===== src/rtl/ne16_accumulator_scm_bist_ctrl_pkg.sv =====
// Shared types and constants for the NE16 accumulator SCM March C- BIST controller.
// Package name: ne16_bist_pkg. It holds the FSM state enum, the march element
// descriptor, the March C- element table and the background pattern function.
package ne16_bist_pkg;

    typedef enum logic [1:0] {
        IDLE  = 2'd0,
        RUN   = 2'd1,
        DRAIN = 2'd2
    } bist_state_e;

    typedef enum logic {
        DIR_UP   = 1'b0,
        DIR_DOWN = 1'b1
    } march_dir_e;

    // Encoded so the op value can drive the active-low write enable directly.
    typedef enum logic {
        OP_WRITE = 1'b0,
        OP_READ  = 1'b1
    } march_op_e;

    // data_inv is the polarity of op0 relative to the background.
    // op1, when present, always uses the opposite polarity.
    typedef struct packed {
        march_dir_e dir;
        march_op_e  op0;
        march_op_e  op1;
        logic       has_op1;
        logic       data_inv;
    } march_elem_t;

    localparam int MARCH_LEN = 6;

    // E0 up(wB), E1 up(rB,w~B), E2 up(r~B,wB), E3 down(rB,w~B), E4 down(r~B,wB), E5 up(rB)
    localparam march_elem_t MARCH_C_MINUS [MARCH_LEN] = '{
        '{DIR_UP,   OP_WRITE, OP_WRITE, 1'b0, 1'b0},
        '{DIR_UP,   OP_READ,  OP_WRITE, 1'b1, 1'b0},
        '{DIR_UP,   OP_READ,  OP_WRITE, 1'b1, 1'b1},
        '{DIR_DOWN, OP_READ,  OP_WRITE, 1'b1, 1'b0},
        '{DIR_DOWN, OP_READ,  OP_WRITE, 1'b1, 1'b1},
        '{DIR_UP,   OP_READ,  OP_READ,  1'b0, 1'b0}
    };

    // Widest word the background generator covers; callers slice their width.
    localparam int BG_MAX_W = 256;

    // Background word: solid zeros, or 0x55.. on even / 0xAA.. on odd addresses.
    function automatic logic [BG_MAX_W-1:0] bg_word(input logic checker_pass,
                                                    input logic odd_addr);
        logic [BG_MAX_W-1:0] w;
        if (!checker_pass)
            w = '0;
        else if (odd_addr)
            w = {(BG_MAX_W/2){2'b10}};
        else
            w = {(BG_MAX_W/2){2'b01}};
        return w;
    endfunction

endpackage


===== src/rtl/ne16_accumulator_scm_bist_ctrl_if.sv =====
// Bus bundle between the BIST controller, the DFT controller and the SCM BIST port.
// The master modport is the controller side; slave is the environment side.
interface ne16_accumulator_scm_bist_ctrl_if #(
    parameter int ADDR_WIDTH = 5,
    parameter int DATA_WIDTH = 32,
    parameter int CNT_WIDTH  = 16
);
    logic                  start_i;
    logic                  busy_o;
    logic                  done_o;
    logic                  fail_o;
    logic [ADDR_WIDTH-1:0] fail_addr_o;
    logic [DATA_WIDTH-1:0] fail_data_o;
    logic [CNT_WIDTH-1:0]  err_count_o;
    logic                  bist_o;
    logic                  csn_t_o;
    logic                  wen_t_o;
    logic [ADDR_WIDTH-1:0] a_t_o;
    logic [DATA_WIDTH-1:0] d_t_o;
    logic [DATA_WIDTH-1:0] q_t_i;

    modport master (
        input  start_i, q_t_i,
        output busy_o, done_o, fail_o, fail_addr_o, fail_data_o, err_count_o,
               bist_o, csn_t_o, wen_t_o, a_t_o, d_t_o
    );

    modport slave (
        output start_i, q_t_i,
        input  busy_o, done_o, fail_o, fail_addr_o, fail_data_o, err_count_o,
               bist_o, csn_t_o, wen_t_o, a_t_o, d_t_o
    );
endinterface


===== src/rtl/ne16_accumulator_scm_bist_ctrl_addr_gen.sv =====
// Up/down march address counter. Load places the counter at the start address
// of the requested direction; enable steps it in the current direction. The
// terminal-count flag compares explicitly against NUM_WORDS-1 / 0, so word
// counts that are not a power of two never rely on natural wrap.
module ne16_bist_addr_gen #(
    parameter int ADDR_WIDTH = 5,
    parameter int NUM_WORDS  = 2**ADDR_WIDTH
) (
    input  logic                  clk_i,
    input  logic                  rst_i,
    input  logic                  load,
    input  logic                  load_down,
    input  logic                  en,
    input  logic                  dir_down,
    output logic [ADDR_WIDTH-1:0] addr,
    output logic [ADDR_WIDTH-1:0] addr_nxt,
    output logic                  tc
);
    localparam logic [ADDR_WIDTH-1:0] LAST = ADDR_WIDTH'(NUM_WORDS - 1);

    // Next address and terminal count for the current direction.
    always_comb begin
        addr_nxt = addr;
        if (load)
            addr_nxt = load_down ? LAST : '0;
        else if (en)
            addr_nxt = dir_down ? addr - 1'b1 : addr + 1'b1;
        tc = dir_down ? (addr == '0) : (addr == LAST);
    end

    // Address register; it is also the registered SCM op address.
    always_ff @(posedge clk_i or posedge rst_i) begin
        if (rst_i)
            addr <= '0;
        else
            addr <= addr_nxt;
    end
endmodule


===== src/rtl/ne16_accumulator_scm_bist_ctrl.sv =====
// March C- BIST initiator for one NE16 accumulator SCM bank. It drives the SCM
// BIST port one op per cycle, compares read data after READ_LATENCY cycles and
// reports a sticky fail flag, the first failing address/syndrome and a
// saturating error count. Optional macro NE16_BIST_CHECKERBOARD_EN adds a
// second full march with a 0x55/0xAA checkerboard background.
module ne16_accumulator_scm_bist_ctrl
    import ne16_bist_pkg::*;
#(
    parameter int ADDR_WIDTH   = 5,
    parameter int DATA_WIDTH   = 32,
    parameter int NUM_WORDS    = 2**ADDR_WIDTH,
    parameter int READ_LATENCY = 1,
    parameter int CNT_WIDTH    = 16
) (
    input  logic                               clk_i,
    input  logic                               rst_i,
    ne16_accumulator_scm_bist_ctrl_if.master   bus
);
`ifdef NE16_BIST_CHECKERBOARD_EN
    localparam int NB = 2;
`else
    localparam int NB = 1;
`endif
    localparam logic       PASS_LAST  = 1'(NB - 1);
    localparam logic [2:0] ELEM_LAST  = 3'(MARCH_LEN - 1);
    localparam int         DRAIN_W    = (READ_LATENCY > 1) ? $clog2(READ_LATENCY) : 1;
    localparam logic [DRAIN_W-1:0] DRAIN_INIT = DRAIN_W'(READ_LATENCY - 1);
    localparam logic [CNT_WIDTH-1:0] ERR_MAX  = '1;

    bist_state_e          state_q;
    logic [2:0]           elem_q;
    logic                 phase_q;
    logic                 pass_q;
    logic [DRAIN_W-1:0]   drain_q;

    march_elem_t          cur_el;
    march_elem_t          nxt_el;
    logic [2:0]           nxt_elem;
    logic                 nxt_phase;
    logic                 nxt_pass;
    logic                 run_last;
    logic                 start_acc;
    logic                 issue;
    march_op_e            nxt_op;
    logic [BG_MAX_W-1:0]  bg_full;
    logic [DATA_WIDTH-1:0] nxt_data;

    logic                  ag_load;
    logic                  ag_load_down;
    logic                  ag_en;
    logic [ADDR_WIDTH-1:0] ag_addr;
    logic [ADDR_WIDTH-1:0] ag_addr_nxt;
    logic                  ag_tc;

    logic                  vld_p  [0:READ_LATENCY];
    logic [DATA_WIDTH-1:0] exp_p  [0:READ_LATENCY];
    logic [ADDR_WIDTH-1:0] addr_p [0:READ_LATENCY];
    logic [DATA_WIDTH-1:0] cmp_xor;
    logic                  mismatch;

    ne16_bist_addr_gen #(
        .ADDR_WIDTH (ADDR_WIDTH),
        .NUM_WORDS  (NUM_WORDS)
    ) u_addr_gen (
        .clk_i     (clk_i),
        .rst_i     (rst_i),
        .load      (ag_load),
        .load_down (ag_load_down),
        .en        (ag_en),
        .dir_down  (cur_el.dir == DIR_DOWN),
        .addr      (ag_addr),
        .addr_nxt  (ag_addr_nxt),
        .tc        (ag_tc)
    );

    assign bus.a_t_o = ag_addr;

    // March sequencing: choose the position (element, phase, pass, address) of the next op.
    always_comb begin
        cur_el       = MARCH_C_MINUS[elem_q];
        nxt_elem     = elem_q;
        nxt_phase    = 1'b0;
        nxt_pass     = pass_q;
        run_last     = 1'b0;
        ag_load      = 1'b0;
        ag_load_down = 1'b0;
        ag_en        = 1'b0;
        start_acc    = (state_q == IDLE) && bus.start_i;
        if (state_q == IDLE) begin
            nxt_elem = '0;
            nxt_pass = 1'b0;
            ag_load  = start_acc;
        end else if (state_q == RUN) begin
            if (cur_el.has_op1 && !phase_q) begin
                nxt_phase = 1'b1;
            end else if (!ag_tc) begin
                ag_en = 1'b1;
            end else if (elem_q != ELEM_LAST) begin
                nxt_elem     = elem_q + 3'd1;
                ag_load      = 1'b1;
                ag_load_down = (MARCH_C_MINUS[nxt_elem].dir == DIR_DOWN);
            end else if (pass_q != PASS_LAST) begin
                nxt_pass = pass_q + 1'b1;
                nxt_elem = '0;
                ag_load  = 1'b1;
            end else begin
                run_last = 1'b1;
            end
        end
        issue    = start_acc || ((state_q == RUN) && !run_last);
        nxt_el   = MARCH_C_MINUS[nxt_elem];
        nxt_op   = nxt_phase ? nxt_el.op1 : nxt_el.op0;
        bg_full  = bg_word(nxt_pass, ag_addr_nxt[0]);
        nxt_data = bg_full[DATA_WIDTH-1:0] ^ {DATA_WIDTH{nxt_el.data_inv ^ nxt_phase}};
    end

    // Control FSM with registered status and SCM op outputs.
    always_ff @(posedge clk_i or posedge rst_i) begin
        if (rst_i) begin
            state_q     <= IDLE;
            elem_q      <= '0;
            phase_q     <= 1'b0;
            pass_q      <= 1'b0;
            drain_q     <= '0;
            bus.busy_o  <= 1'b0;
            bus.done_o  <= 1'b0;
            bus.bist_o  <= 1'b0;
            bus.csn_t_o <= 1'b1;
            bus.wen_t_o <= 1'b1;
            bus.d_t_o   <= '0;
        end else begin
            if (issue) begin
                elem_q      <= nxt_elem;
                phase_q     <= nxt_phase;
                pass_q      <= nxt_pass;
                bus.csn_t_o <= 1'b0;
                bus.wen_t_o <= nxt_op;
                bus.d_t_o   <= nxt_data;
            end
            case (state_q)
                IDLE: begin
                    if (start_acc) begin
                        state_q    <= RUN;
                        bus.busy_o <= 1'b1;
                        bus.done_o <= 1'b0;
                        bus.bist_o <= 1'b1;
                    end
                end
                RUN: begin
                    if (run_last) begin
                        state_q     <= DRAIN;
                        drain_q     <= DRAIN_INIT;
                        bus.csn_t_o <= 1'b1;
                        bus.wen_t_o <= 1'b1;
                    end
                end
                DRAIN: begin
                    if (drain_q == '0) begin
                        state_q    <= IDLE;
                        bus.busy_o <= 1'b0;
                        bus.done_o <= 1'b1;
                        bus.bist_o <= 1'b0;
                    end else begin
                        drain_q <= drain_q - 1'b1;
                    end
                end
                default: state_q <= IDLE;
            endcase
        end
    end

    // Stage p0 is the issued op; stage p[READ_LATENCY] lines up with q_t_i.
    // Read-valid delay line.
    always_ff @(posedge clk_i or posedge rst_i) begin
        if (rst_i) begin
            for (int i = 0; i <= READ_LATENCY; i++)
                vld_p[i] <= 1'b0;
        end else begin
            vld_p[0] <= issue && (nxt_op == OP_READ);
            for (int i = 1; i <= READ_LATENCY; i++)
                vld_p[i] <= vld_p[i-1];
        end
    end

    // Expected data and address delay line (data path, not reset).
    always_ff @(posedge clk_i) begin
        exp_p[0]  <= nxt_data;
        addr_p[0] <= ag_addr_nxt;
        for (int i = 1; i <= READ_LATENCY; i++) begin
            exp_p[i]  <= exp_p[i-1];
            addr_p[i] <= addr_p[i-1];
        end
    end

    // Compare stage: syndrome of the read returning this cycle.
    always_comb begin
        cmp_xor  = bus.q_t_i ^ exp_p[READ_LATENCY];
        mismatch = vld_p[READ_LATENCY] && (cmp_xor != '0);
    end

    // Error statistics: cleared on accepted start, first failure captured once.
    always_ff @(posedge clk_i or posedge rst_i) begin
        if (rst_i) begin
            bus.fail_o      <= 1'b0;
            bus.fail_addr_o <= '0;
            bus.fail_data_o <= '0;
            bus.err_count_o <= '0;
        end else if (start_acc) begin
            bus.fail_o      <= 1'b0;
            bus.fail_addr_o <= '0;
            bus.fail_data_o <= '0;
            bus.err_count_o <= '0;
        end else if (mismatch) begin
            bus.fail_o <= 1'b1;
            if (!bus.fail_o) begin
                bus.fail_addr_o <= addr_p[READ_LATENCY];
                bus.fail_data_o <= cmp_xor;
            end
            if (bus.err_count_o != ERR_MAX)
                bus.err_count_o <= bus.err_count_o + CNT_WIDTH'(1);
        end
    end
endmodule


===== src/flat_wrapper.sv =====
// flat-port wrapper written by rule: the top's interface ports become plain ports
module ne16_accumulator_scm_bist_ctrl_flat import ne16_bist_pkg::*;
#(
    parameter int ADDR_WIDTH   = 5,
    parameter int DATA_WIDTH   = 32,
    parameter int NUM_WORDS    = 2**ADDR_WIDTH,
    parameter int READ_LATENCY = 1,
    parameter int CNT_WIDTH    = 16
)
  (clk_i, rst_i, bus_start_i, bus_q_t_i, bus_busy_o, bus_done_o, bus_fail_o, bus_fail_addr_o, bus_fail_data_o, bus_err_count_o, bus_bist_o, bus_csn_t_o, bus_wen_t_o, bus_a_t_o, bus_d_t_o);
  ne16_accumulator_scm_bist_ctrl_if #(.ADDR_WIDTH(ADDR_WIDTH), .DATA_WIDTH(DATA_WIDTH), .CNT_WIDTH(CNT_WIDTH)) bus_i ();
  input  logic clk_i;
  input  logic rst_i;
  input wire logic [$bits(bus_i.start_i)-1:0] bus_start_i;
  input wire logic [$bits(bus_i.q_t_i)-1:0] bus_q_t_i;
  output wire logic [$bits(bus_i.busy_o)-1:0] bus_busy_o;
  output wire logic [$bits(bus_i.done_o)-1:0] bus_done_o;
  output wire logic [$bits(bus_i.fail_o)-1:0] bus_fail_o;
  output wire logic [$bits(bus_i.fail_addr_o)-1:0] bus_fail_addr_o;
  output wire logic [$bits(bus_i.fail_data_o)-1:0] bus_fail_data_o;
  output wire logic [$bits(bus_i.err_count_o)-1:0] bus_err_count_o;
  output wire logic [$bits(bus_i.bist_o)-1:0] bus_bist_o;
  output wire logic [$bits(bus_i.csn_t_o)-1:0] bus_csn_t_o;
  output wire logic [$bits(bus_i.wen_t_o)-1:0] bus_wen_t_o;
  output wire logic [$bits(bus_i.a_t_o)-1:0] bus_a_t_o;
  output wire logic [$bits(bus_i.d_t_o)-1:0] bus_d_t_o;
  assign bus_i.start_i = bus_start_i;
  assign bus_i.q_t_i = bus_q_t_i;
  assign bus_busy_o = bus_i.busy_o;
  assign bus_done_o = bus_i.done_o;
  assign bus_fail_o = bus_i.fail_o;
  assign bus_fail_addr_o = bus_i.fail_addr_o;
  assign bus_fail_data_o = bus_i.fail_data_o;
  assign bus_err_count_o = bus_i.err_count_o;
  assign bus_bist_o = bus_i.bist_o;
  assign bus_csn_t_o = bus_i.csn_t_o;
  assign bus_wen_t_o = bus_i.wen_t_o;
  assign bus_a_t_o = bus_i.a_t_o;
  assign bus_d_t_o = bus_i.d_t_o;
  ne16_accumulator_scm_bist_ctrl #(.ADDR_WIDTH(ADDR_WIDTH), .DATA_WIDTH(DATA_WIDTH), .NUM_WORDS(NUM_WORDS), .READ_LATENCY(READ_LATENCY), .CNT_WIDTH(CNT_WIDTH)) u_core (.clk_i(clk_i), .rst_i(rst_i), .bus(bus_i));
endmodule

===== config.mk =====
export PLATFORM = sky130hd
export DESIGN_NAME = ne16_accumulator_scm_bist_ctrl_flat
export DESIGN_NICKNAME = d
export VERILOG_FILES = /design/src/rtl/ne16_accumulator_scm_bist_ctrl_pkg.sv /design/src/rtl/ne16_accumulator_scm_bist_ctrl_if.sv /design/src/rtl/ne16_accumulator_scm_bist_ctrl_addr_gen.sv /design/src/rtl/ne16_accumulator_scm_bist_ctrl.sv /design/src/flat_wrapper.sv
export SDC_FILE = /design/constraint.sdc
export NUM_CORES = 1
export LEC_CHECK = 0
export ABC_AREA = 1
export CAP_MARGIN = 40
export CORE_MARGIN = 2
export CORE_UTILIZATION = 45
export DETAILED_ROUTE_END_ITERATION = 12
export PLACE_DENSITY_LB_ADDON = 0.15
export SLEW_MARGIN = 20
export SYNTH_ARGS = -nofsm -noshare
export SYNTH_HDL_FRONTEND = slang
export SYNTH_SLANG_ARGS = --single-unit

===== constraint.sdc =====
create_clock -name clk_i -period 2.9 [get_ports clk_i]
set_input_delay 0.435 -clock clk_i [delete_from_list [all_inputs] [get_ports clk_i]]
set_output_delay 0.435 -clock clk_i [all_outputs]
set_load 0.005 [all_outputs]

## Word level (Yosys, flattened, before mapping)

Memories as Yosys holds them, arrays and structs flattened.
Index checks and enable logic that the tools add are counted.

- Bitwise gates (word level): 6
- Equal/unequal tests: 9
- $mul: 0
- Reduce and logical (&&, ||, !) cells: 20
- Muxes and demuxes: 80
- Add/sub/neg operators: 6
- Shift-type cells: 0
- Divide/modulo/power cells: 0
- Order comparisons: 3

Operator list:

| cell | count |
|---|---|
| 2-to-1 mux 32 bit | 5 |
| bitwise XOR 32 bit | 2 |
| 2-to-1 mux 5 bit | 11 |
| 2-to-1 mux 16 bit | 3 |
| 2-to-1 mux 1 bit | 46 |
| nonzero test 32 bit | 1 |
| 2-to-1 mux 3 bit | 6 |
| adder 16 x 1 -> 16 bit, second input constant | 1 |
| != test 16 bit, second input constant | 1 |
| >= comparator 4 bit, second input constant | 3 |
| NOT 3 -> 4 bit | 3 |
| 2-to-1 mux 4 bit | 2 |
| nonzero test 2 bit | 4 |
| 2-to-1 mux 2 bit | 3 |
| one-hot mux 1 bit (2 select lines) | 3 |
| one-hot mux 2 bit (3 select lines) | 1 |
| AND reduction 2 bit | 3 |
| AND reduction 3 bit | 2 |
| adder 5 x 1 -> 5 bit, second input constant | 1 |
| equality test 5 bit, second input constant | 1 |
| logical AND 1 bit | 5 |
| logical NOT 5 bit | 1 |
| subtractor 5 x 1 -> 5 bit, second input constant | 1 |
| != test 2 x 1 -> 1 bit, second input constant | 2 |
| 11 further kinds | 13 |

- Latch bits: 0
- Register bits after elaboration: 105
- Input bits: 35
- Logic and storage cells: 146
- Memories: 5
- Memory bits (read-only): 120
- Bits in writable memories: 74

Memories:

| memory | depth | width | rd ports | clocked after Yosys merged registers in | wr ports | RTL line | RTL |
|---|---|---|---|---|---|---|---|
| u_core.exp_p | 2 | 32 | 2 | 0 | 2 | ne16_accumulator_scm_bist_ctrl.sv:56 | `logic [DATA_WIDTH-1:0] exp_p [0:READ_LATENCY];` |
| (name not given) | 8 | 5 | 1 | 0 | 0 | ne16_accumulator_scm_bist_ctrl.sv:101 | `ag_load_down = (MARCH_C_MINUS[nxt_elem].dir == DIR_DOWN);` |
| (name not given) | 8 | 5 | 1 | 0 | 0 | ne16_accumulator_scm_bist_ctrl.sv:111 | `nxt_el = MARCH_C_MINUS[nxt_elem];` |
| (name not given) | 8 | 5 | 1 | 0 | 0 | ne16_accumulator_scm_bist_ctrl.sv:80 | `cur_el = MARCH_C_MINUS[elem_q];` |
| u_core.addr_p | 2 | 5 | 2 | 0 | 2 | ne16_accumulator_scm_bist_ctrl.sv:57 | `logic [ADDR_WIDTH-1:0] addr_p [0:READ_LATENCY];` |

## Longest topological paths before layout

Gate-level depths: netlist of the first run.

- Depth after elaboration: 17
- Gate-level depth with buffers: 17

## Modules after synthesis

From an unflattened synthesis of the first run, not the netlist that was laid out.

- Cells, all modules: 596
- Area, all modules: 4997.3 µm²

By module, submodules not included:

| module | area each (µm²) | cells an instance | times used |
|---|---|---|---|
| ne16_accumulator_scm_bist_ctrl | 4599.4 | 540 | 1 |
| ne16_bist_addr_gen | 397.9 | 56 | 1 |

## Least setup slack after synthesis of the first run

No wires, ideal clock.

- Kind: register to register
- Start point: register u_core.elem_q[0]
- End point: memory u_core.exp_p[0][31]
- Setup time: 0.115 ns
- Arrival time: 1.862 ns
- Stages on the path, launching flop included: 14
- Setup slack: 0.923 ns
- Path through: dfrtp_1 ha_1 nor2_1 nor2_1 nand2_1 nand2_1 nand2_1 xor2_1 nand2_1 nand2_1 nand2_1 inv_1 nand3_1 and2_1

RTL lines:

| what | RTL line | RTL |
|---|---|---|
| from (decl) | ne16_accumulator_scm_bist_ctrl.sv:31 | `logic [2:0] elem_q;` |
| from (signal assigned) | ne16_accumulator_scm_bist_ctrl.sv:133 | `elem_q <= nxt_elem;` |
| to (decl) | ne16_accumulator_scm_bist_ctrl.sv:56 |  |

==> results.md, run 1 <==
Clock network:
- The clock tree from TritonCTS is built.
- The worst-skew pair later-pin latency is 350 ps.
- The buffer count from post-CTS setup fixing is 0.
- Counting along the longest clock path gives a buffer depth of 2.
- Post-CTS repair changed the size of 0 cells.
- The root buffer cell is sky130_fd_sc_hd__clkbuf_8.
- The H-tree was split into 3 levels.
- In this run, post-CTS hold repair placed 0 buffers.
- TritonCTS created 9 clock buffers.
- Clock-pin slew was measured on the worst setup and hold paths at 90 ps.
- The number of sinks driven by the clock tree is 88.

Finish:
- The final cell area excluding filler cells is 6110 um2.
- The repair_antennas step left the layout with diodes totalling 0.
- The layout has 966 filler cells.
- Cells with a size suffix above 1 make up 5.10% of the layout.
- The area occupied by multi-input gates is 2090 um2.
- For this run, the post-layout net count is 725.
- Registers take 2130 um2.
- Relative to the synthesized area, the layout overhead comes to 26.2%.

Synthesis:
- The number of enable flip-flop cells after synthesis is 0.
- The synthesized netlist devotes 29.2% of its cell area to simple gates.
- The net count after synthesis is 628.
- The synthesized netlist devotes 2.20% of its cell area to compound gates.
- The largest area contributor in the synthesized netlist is sky130_fd_sc_hd__dfrtp_1.
- The fraction of registers with async set or reset after synthesis is 84.1%.
- The count of synthesis-stage warnings from yosys is 0.
- Summed over its instances, the top area cell type makes up 37.2% of the synthesized netlist area.
- The commonest cells after synthesis are 173 x sky130_fd_sc_hd__nand2_1, 79 x sky130_fd_sc_hd__nand3_1, 72 x sky130_fd_sc_hd__dfrtp_1.
- The post-synthesis area per instance is 8.28 um2.
- After Yosys synthesis, XOR and XNOR cells account for 9.42% of the synthesized area.
- The most used standard cell by instance count after synthesis is sky130_fd_sc_hd__nand2_1.
- Ranked by total cell area, the synthesized netlist is headed by sky130_fd_sc_hd__dfrtp_1 37%, sky130_fd_sc_hd__nand2_1 13%, sky130_fd_sc_hd__nand3_1 8.2%.
- By area, the combinational part of the netlist is dominated by simple AND/OR/NAND/NOR gates.
- The portion of synthesized area spent on multiplexers is 0%.
- The cell area that synthesis handed to floorplanning was 4840 um2.
- In this run, synthesis produced a sequential element count of 88.
- The synthesized netlist cell count is 584.
- Summing the areas of all fa, ha and maj instances in the mapped netlist gives 2.48% of the synthesized area.
- The sequential area share after synthesis is 44.1%.
- In the synthesized netlist the dominant register cell turns out to be sky130_fd_sc_hd__dfrtp_1.
- The number of distinct library cells after synthesis is 33.

Routing:
- In the routed layout, each cell is associated on average with a via count of 4.90.
- The detailed-route DRC error count is 0.
- Once detail routing completed, the nets flagged for antenna violations numbered 0.
- After detailed routing, the total wire length is 11.4 mm.
- The number of vias after detailed routing is 4,030.
- The first detailed-routing pass took 4 iterations.
- In the final routed layout, each cell accounts on average for 13.8 um.
- In this run, the number of DRC markers left after iteration 0 of detailed routing was 108.

Global route:
- The first global-routing pass estimated 19.2 mm of wire.
- The global routing met2 resource utilization is 34.9%.
- After global routing the overflow that remains totals 0.
- Global routing used 26.4% of the available met1 tracks.
- For this run, global-route usage on met3 was measured as 3.75%.
- The initial antenna violation count is 0.
- The global-route usage over all layers is 20.6%.
- The most used routing layer in global routing is met2.
- The number of global-route vias before repair is 4,060.
- The largest net degree at the start of global routing is 59.

Floorplan:
- The chip height is 108 um.
- The site row count is 37.
- The die footprint is 11,600 um2.
- During I/O placement, the number of pins put on the boundary was 131.
- The starting density of the core is 46.6%.
- The area inside the core boundary is 10,400 um2.
- The die is 108 um wide.

STA:
- Hold timing on the final database bottoms out at a slack of 331 ps.
- The count of final setup violators is 0.
- Setup repair after global routing left no endpoint under its margin.
- The number of hold violations in the final report came to 0.
- The final max-slew violation count was 0.
- The sum of negative setup slack is 0 ps.
- The worst pin sits at a relative slew slack of 47.4%.
- The final worst-path setup slack is 467 ps.
- Between clock sinks in the finished design, the worst skew comes to 14.2 ps.
- The fraction of the cycle the final worst path needs is 83.9%.
- Based on the critical path, the design can be clocked at up to 411 MHz.
- For the finished layout, the period the worst path requires is 2430 ps.
- For the pin with the worst max-slew slack, the measured transition is 787 ps.

Power and ir drop:
- The total power divided by cell area is 350 nW/um2.
- In this run the static leakage power is 2.96 nW.
- IR analysis of the VDD net gives a maximum drop of 182 uV.
- The total power of the final layout is 2.14 mW.

Worst hold path:
- The worst hold path terminates at u_core.exp_p[0][53].
- In this run the most critical hold path is launched from u_core.exp_p[0][31].
- The number of instances on the worst hold path is 0.
- The class of the most critical hold timing path is flip-flop to flip-flop.

Place:
- The weighted congestion reported at the end of routability-driven placement is 0.879.
- The count of input and output buffers is 130.
- Detailed placement ended at an HPWL of 8.34 mm.
- OpenSTA, run right after detailed placement, puts the worst setup slack at 170 ps.
- The cell area after placement is 5920 um2.

Worst setup path:
- STA classifies the critical path startpoint as a flip-flop.
- Counting cells, the worst reg-to-reg path comes to 10.
- The setup slack of the most critical reg-to-reg path is 470 ps.
- The setup path with the least slack is of type flip-flop to flip-flop.
- The data required time of the worst path is 3190 ps.
- The data arrival time of the critical path is 2730 ps.
- The endpoint kind of the worst setup timing path is a flip-flop.
- The startpoint of the worst register-to-register path is u_core.exp_p[0][52].
- The peak fanout along the critical path is 37.
- The endpoint identified for the worst register-to-register timing path is u_core.bus.fail_data_o[10].

Status:
- The flow ran to the end, and the final reports show no timing, DRC or antenna violations.

Job:
- The number of max-cap violations is 0.
-- metal layers --
layer  up-vias  part of all wire [%]
li1       2008                     -
met1      1885                    44
met2       117                    48
met3        20                   5.7
met4         0                   2.0
met5         -                     0
-- critical path, cell delays in order (launching register included) --
cell                      delay, ps
sky130_fd_sc_hd__dfxtp_1        310
sky130_fd_sc_hd__buf_4          280
sky130_fd_sc_hd__xor2_1         280
sky130_fd_sc_hd__nor4_1         120
sky130_fd_sc_hd__nand2_1         80
sky130_fd_sc_hd__nor2_2          50
sky130_fd_sc_hd__nand2_2        110
sky130_fd_sc_hd__nand3_4        210
sky130_fd_sc_hd__nor2_4         670
sky130_fd_sc_hd__nand2_1        130
sky130_fd_sc_hd__nand2_1        120
-- cell usage in the layout, fill, tap and decap left out, drive strengths merged --
cell,netlist,final
nor2,46,46
clkdlybuf4s50,0,130
nand2,176,176
dfrtp,72,72
nand4,3,3
clkinv,1,3
xnor2,9,9
fa,1,1
nor4,8,8
o31ai,1,1
and2,2,2
xor2,43,43
bufinv,0,1
ha,8,8
o21ai,14,14
inv,39,39
dfxtp,14,14
a21oi,5,5
buf,48,8
nor3,6,6
clkinvlp,0,1
nand3,82,82
dfstp,2,2
clkbuf,4,12
-- report_power, final --
part | total, mW | internal [mW] | switching, mW
Sequential | 1.22 | 1.22 | 0.00000000435
Clock | 0.812 | 0.397 | 0.415
Combinational | 0.105 | 0.0561 | 0.0490
Total | 2.14 | 1.68 | 0.464
-- kinds of logic (layout without fill, tap and decap cells) --
| group | after synthesis | in the layout |
|---|---|---|
| buf+inv | 92 | 194 |
| xor+xnor | 52 | 52 |
| compound gates | 20 | 20 |
| simple gates | 323 | 323 |
| flops | 88 | 88 |
| fa+ha+maj | 9 | 9 |
-- registers in the layout, indices dropped and copies added (netlist names), 2 cells and up --
| register | cells |
|---|---|
| u_core.bus.fail_data_o | 32 |
| u_core.bus.err_count_o | 16 |
| u_core.addr_p | 10 |
| u_core.bus.fail_addr_o | 5 |
| u_core.u_addr_gen.addr | 5 |
| u_core.exp_p | 4 |
| u_core.elem_q | 3 |
| u_core.bus.d_t_o | 2 |
| u_core.state_q | 2 |
| u_core.vld_p | 2 |
-- per-stage QoR --
stage                     cells  utilization, %
after floorplan             584               -
after global placement      806            57.1
after global routing        822            58.9
after detailed placement    806            57.1
final                       822            58.9
after CTS                   822            58.9
-- how the worst max path moves through the flow --
stage | startpoint | slack, ps | endpoint | cells after the start
2_1_floorplan | rst_i | 590 | u_core.bus.busy_o | 1
3_3_place_gp | bus_q_t_i[12] | 190 | u_core.bus.fail_data_o[24] | 10
3_5_place_dp | bus_q_t_i[12] | 170 | u_core.bus.fail_data_o[10] | 10
4_1_cts | u_core.exp_p[0][52] | 440 | u_core.bus.fail_data_o[29] | 10
5_1_grt | u_core.elem_q[0] | 170 | u_core.bus.d_t_o[29] | 14
6_report | u_core.exp_p[0][52] | 470 | u_core.bus.fail_data_o[10] | 10
-- layout make-up --
class                           count  share of cell area, %
Tap cell                          136                   2.79
Multi-Input combinational cell    404                   34.3
Timing Repair Buffer              138                   22.5
Clock buffer                       12                   2.21
Sequential cell                    88                   35.0
Clock inverter                      4                  0.779
Inverter                           40                   2.46
Note: power is estimated with default switching activity, not from simulation.
==> inputs of run 2 (changes only) <==
--- a/config.mk
+++ b/config.mk
@@ -8,7 +8,7 @@
 export ABC_AREA = 1
 export CAP_MARGIN = 40
 export CORE_MARGIN = 2
-export CORE_UTILIZATION = 45
+export CORE_UTILIZATION = 44
 export DETAILED_ROUTE_END_ITERATION = 12
 export PLACE_DENSITY_LB_ADDON = 0.15
 export SLEW_MARGIN = 20
==> constraint.sdc (replaced) <==
create_clock -name clk_i -period 2.2 [get_ports clk_i]
set_input_delay 0.33 -clock clk_i [delete_from_list [all_inputs] [get_ports clk_i]]
set_output_delay 0.33 -clock clk_i [all_outputs]
set_load 0.005 [all_outputs]
==> run 2 against run 1 <==
Global-route usage is 0.46 points higher. Utilization is 2.2 points higher. Sequential share of layout area is 2.6 points lower. Largest power group unchanged.
==> results.md, run 2 (synthesized netlist as in run 1, its figures left out) <==
Clock network:
- The clock tree from TritonCTS is built (unchanged).
- The number of sinks driven by the clock tree is 88 (unchanged).
- The root buffer cell is sky130_fd_sc_hd__clkbuf_8 (unchanged).
- The worst-skew pair later-pin latency is 370 ps (was 350 ps).
- The number of buffers created by CTS is 9 (unchanged).
- The buffer depth of the longest clock path came to 2 (unchanged).
- The number of levels in the clock H-tree is 3 (unchanged).
- The clock-pin slew of the registers on the worst-case setup and hold paths is 90 ps (about the same).

STA:
- The fmax came to 482 MHz (was 411 MHz).
- The relative max-transition margin came to 68.0% (was 47.4%).
- The transition time at the pin with the least slew margin was 479 ps (was 787 ps).
- The count of final setup violators came to 0 (unchanged).
- The number of hold violations in the final report is 0 (unchanged).
- The clock tree skew after final layout is 9.91 ps (was 14.2 ps).
- The worst hold slack after final layout is 332 ps (was 331 ps).
- The final max-slew violation count is 0 (unchanged).
- The final worst-path setup slack came to 125 ps (was 467 ps).
- The final critical-path required period was 2080 ps (was 2430 ps).
- The fraction of the cycle the final worst path needs is 94.3% (was 83.9%).

Worst setup path:
- The data arrival time of the critical path is 2350 ps (was 2730 ps).
- The data required time of the worst path is 2480 ps (was 3190 ps).
- The critical path's top delay family was simple AND/OR/NAND/NOR gates (unchanged).
- The peak fanout along the critical path came to 5 (was 37).
- The worst path buffer plus inverter count is 1 (unchanged).
- The cell with the largest stage delay on the worst path is sky130_fd_sc_hd__dfrtp_2 (was sky130_fd_sc_hd__nor2_4).
- The critical path launch point type is a flip-flop (unchanged).
- The endpoint kind of the worst setup timing path was a flip-flop (unchanged).
- The worst setup path category is flip-flop to flip-flop (unchanged).
- Cell Chain, Critical Path: ha_2 -> o21ai_2 -> nand2_1 -> nand3_4 -> buf_4 -> nor3_2 -> nor2_2 -> nand2_2 -> nand2_2 -> nand3_1 -> and2_1 (was buf_4 -> xor2_1 -> nor4_1 -> nand2_1 -> nor2_2 -> nand2_2 -> nand3_4 -> nor2_4 -> nand2_1 -> nand2_1).
- The delay contributed by the slowest stage of the critical path was 450 ps (was 670 ps).
- The most prevalent standard cell on the critical path is sky130_fd_sc_hd__nand2_2 (was sky130_fd_sc_hd__nand2_1).

Global route:
- The sum of overflow across all layers after global routing is 0 (unchanged).
- The number of global-route vias before repair is 4,117 (was 4,060).
- The first-pass GRT wire length was 19.4 mm (was 19.2 mm).
- The global-route usage over all layers is 21.1% (was 20.6%).
- The largest net degree at the start of global routing is 75 (was 59).
- The initial antenna violation count is 0 (unchanged).

Finish:
- Largest registers: u_core.bus.fail_data_o (32), u_core.bus.err_count_o (16), u_core.addr_p (10) (unchanged).
- The final cell area excluding filler cells is 6600 um2 (was 6110 um2).
- The most frequent standard cell in the layout excluding fill and tap cells was sky130_fd_sc_hd__nand2_1 (unchanged).
- The net count of the finished layout is 766 (was 725).
- The area occupied by multi-input gates is 2210 um2 (was 2090 um2).
- The area added between synthesis and finish came to 36.3% (was 26.2%).
- The ratio of cells with drive above 1 in the final layout was 14.2% (was 5.10%).
- The fill cell instance count of the final layout is 982 (was 966).
- Most frequent cells in the layout: 165 x sky130_fd_sc_hd__nand2_1, 130 x sky130_fd_sc_hd__clkdlybuf4s50_1, 75 x sky130_fd_sc_hd__nand3_1 (was 172 x sky130_fd_sc_hd__nand2_1, 130 x sky130_fd_sc_hd__clkdlybuf4s50_1, 79 x sky130_fd_sc_hd__nand3_1).
- The footprint of the flip-flops and latches was 2140 um2 (was 2130 um2).
- The number of antenna repair diodes is 0 (unchanged).
- The register with the most flip-flops is u_core.bus.fail_data_o (unchanged).
- The flip-flop count of the largest register after layout is 32 (unchanged).

Floorplan:
- The site row count came to 38 (was 37).
- The starting density of the core is 44.8% (was 46.6%).
- The die footprint came to 11,800 um2 (was 11,600 um2).
- The area inside the core boundary is 10,800 um2 (was 10,400 um2).
- The chip height is 109 um (was 108 um).
- The top-level I/O count is 131 (unchanged).
- The horizontal die dimension came to 109 um (was 108 um).

Place:
- The post-placement setup slack came to -267 ps (was 170 ps).
- The weighted congestion reported at the end of routability-driven placement is 0.882 (was 0.879).
- The total half-perimeter wirelength after legalization and detailed placement is 8.31 mm (was 8.34 mm).
- The cell area after placement is 6250 um2 (was 5920 um2).
- The count of input and output buffers was 130 (unchanged).

Worst hold path:
- The class of the most critical hold timing path is flip-flop to flip-flop (unchanged).

Routing:
- The count of nets left with antenna violations after detail routing is 0 (unchanged).
- The total iterations of the first detailed-routing run was 5 (was 4).
- The mean routed wirelength per cell is 13.7 um (was 13.8 um).
- The count of routing violations after the opening detailed-route iteration is 205 (was 108).
- The number of vias after detailed routing is 4,196 (was 4,030).
- The routed via count divided by cell count is 4.84 (was 4.90).
- The detailed-route DRC error count is 0 (unchanged).
- The final routed wirelength across all metal layers came to 11.9 mm (was 11.4 mm).

Power and ir drop:
- The switching share of power was 22.0% (was 21.7%).
- The worst vdd rail ir drop is 321 uV (was 182 uV).
- The relative contribution of combinational cells to total power is 5.6% (was 4.9%).
- The total power divided by cell area came to 457 nW/um2 (was 350 nW/um2).
- The clock group share of total power came to 40.9% (was 37.9%).
- The internal power came to 2.35 mW (was 1.68 mW).
- The total power of the final layout came to 3.01 mW (was 2.14 mW).
- The net switching power is 661 uW (was 464 uW).
- The standby leakage power came to 3.17 nW (was 2.96 nW).
- The sequential share of power was 53.5% (was 57.2%).

Status:
- Outcome: complete, no violations (unchanged).

Job:
- The number of max-cap violations is 0 (unchanged).
[run 2: timing repair]
| action | 4_1_cts | 5_1_grt |
|---|---|---|
| resized for setup | 2 | 34 |
| endpoints found under the setup margin | 4 | 52 |
| setup buffers | 0 | 1 |
| gates cloned | 1 | 0 |
| pin swaps | 1 | 7 |
| hold buffers | 0 | 0 |
| endpoints found under the hold margin | 0 | 0 |
[run 2: path summary, 6_finish.rpt]
path                                startpoint                   endpoint  slack [ps]  depth (start not counted)
max                           u_core.elem_q[1]        u_core.exp_p[0][30]         120                         11
min                        u_core.addr_p[0][2]        u_core.addr_p[0][7]         330                          0
max reg2reg                   u_core.elem_q[1]        u_core.exp_p[0][30]         120                         11
min reg2reg                u_core.addr_p[0][2]        u_core.addr_p[0][7]         330                          0
max in group asynchronous                rst_i         u_core.bus.wen_t_o        1440                          3
min in group asynchronous                rst_i  u_core.u_addr_gen.addr[3]         380                          3
[run 2: per-layer routing]
metal,share of wire [%],GRT usage [%],up-vias
li1,-,-,2098
met1,45,27.4,1968
met2,48,34.2,112
met3,5.6,5.08,18
met4,1.8,7.97,0
met5,0,0,-
[run 2: cell type report]
cell class                      instances  area share, %
Sequential cell                        88           32.4
Multi-Input combinational cell        405           33.5
Inverter                               40           2.39
Timing Repair Buffer                  178           25.9
Clock inverter                          5           1.23
Tap cell                              140           2.66
Clock buffer                           11           1.99
[run 2: metrics by stage]
stage	cells	util [%]	setup TNS, ps
global route	867	61.1	-23.5
floorplan	584	-	0
CTS	866	60.0	0
detailed placement	849	57.9	-11230
finish	867	61.1	0
global placement	849	57.9	-9100
[run 2: power by group through the flow]
stage	clock network [mW]	logic, mW	registers, mW
detailed placement	0	0.168	1.65
CTS	1.26	0.170	1.61
global placement	0	0.169	1.65
finish	1.23	0.168	1.61
floorplan	0	0.0496	1.65
global route	1.34	0.184	1.61
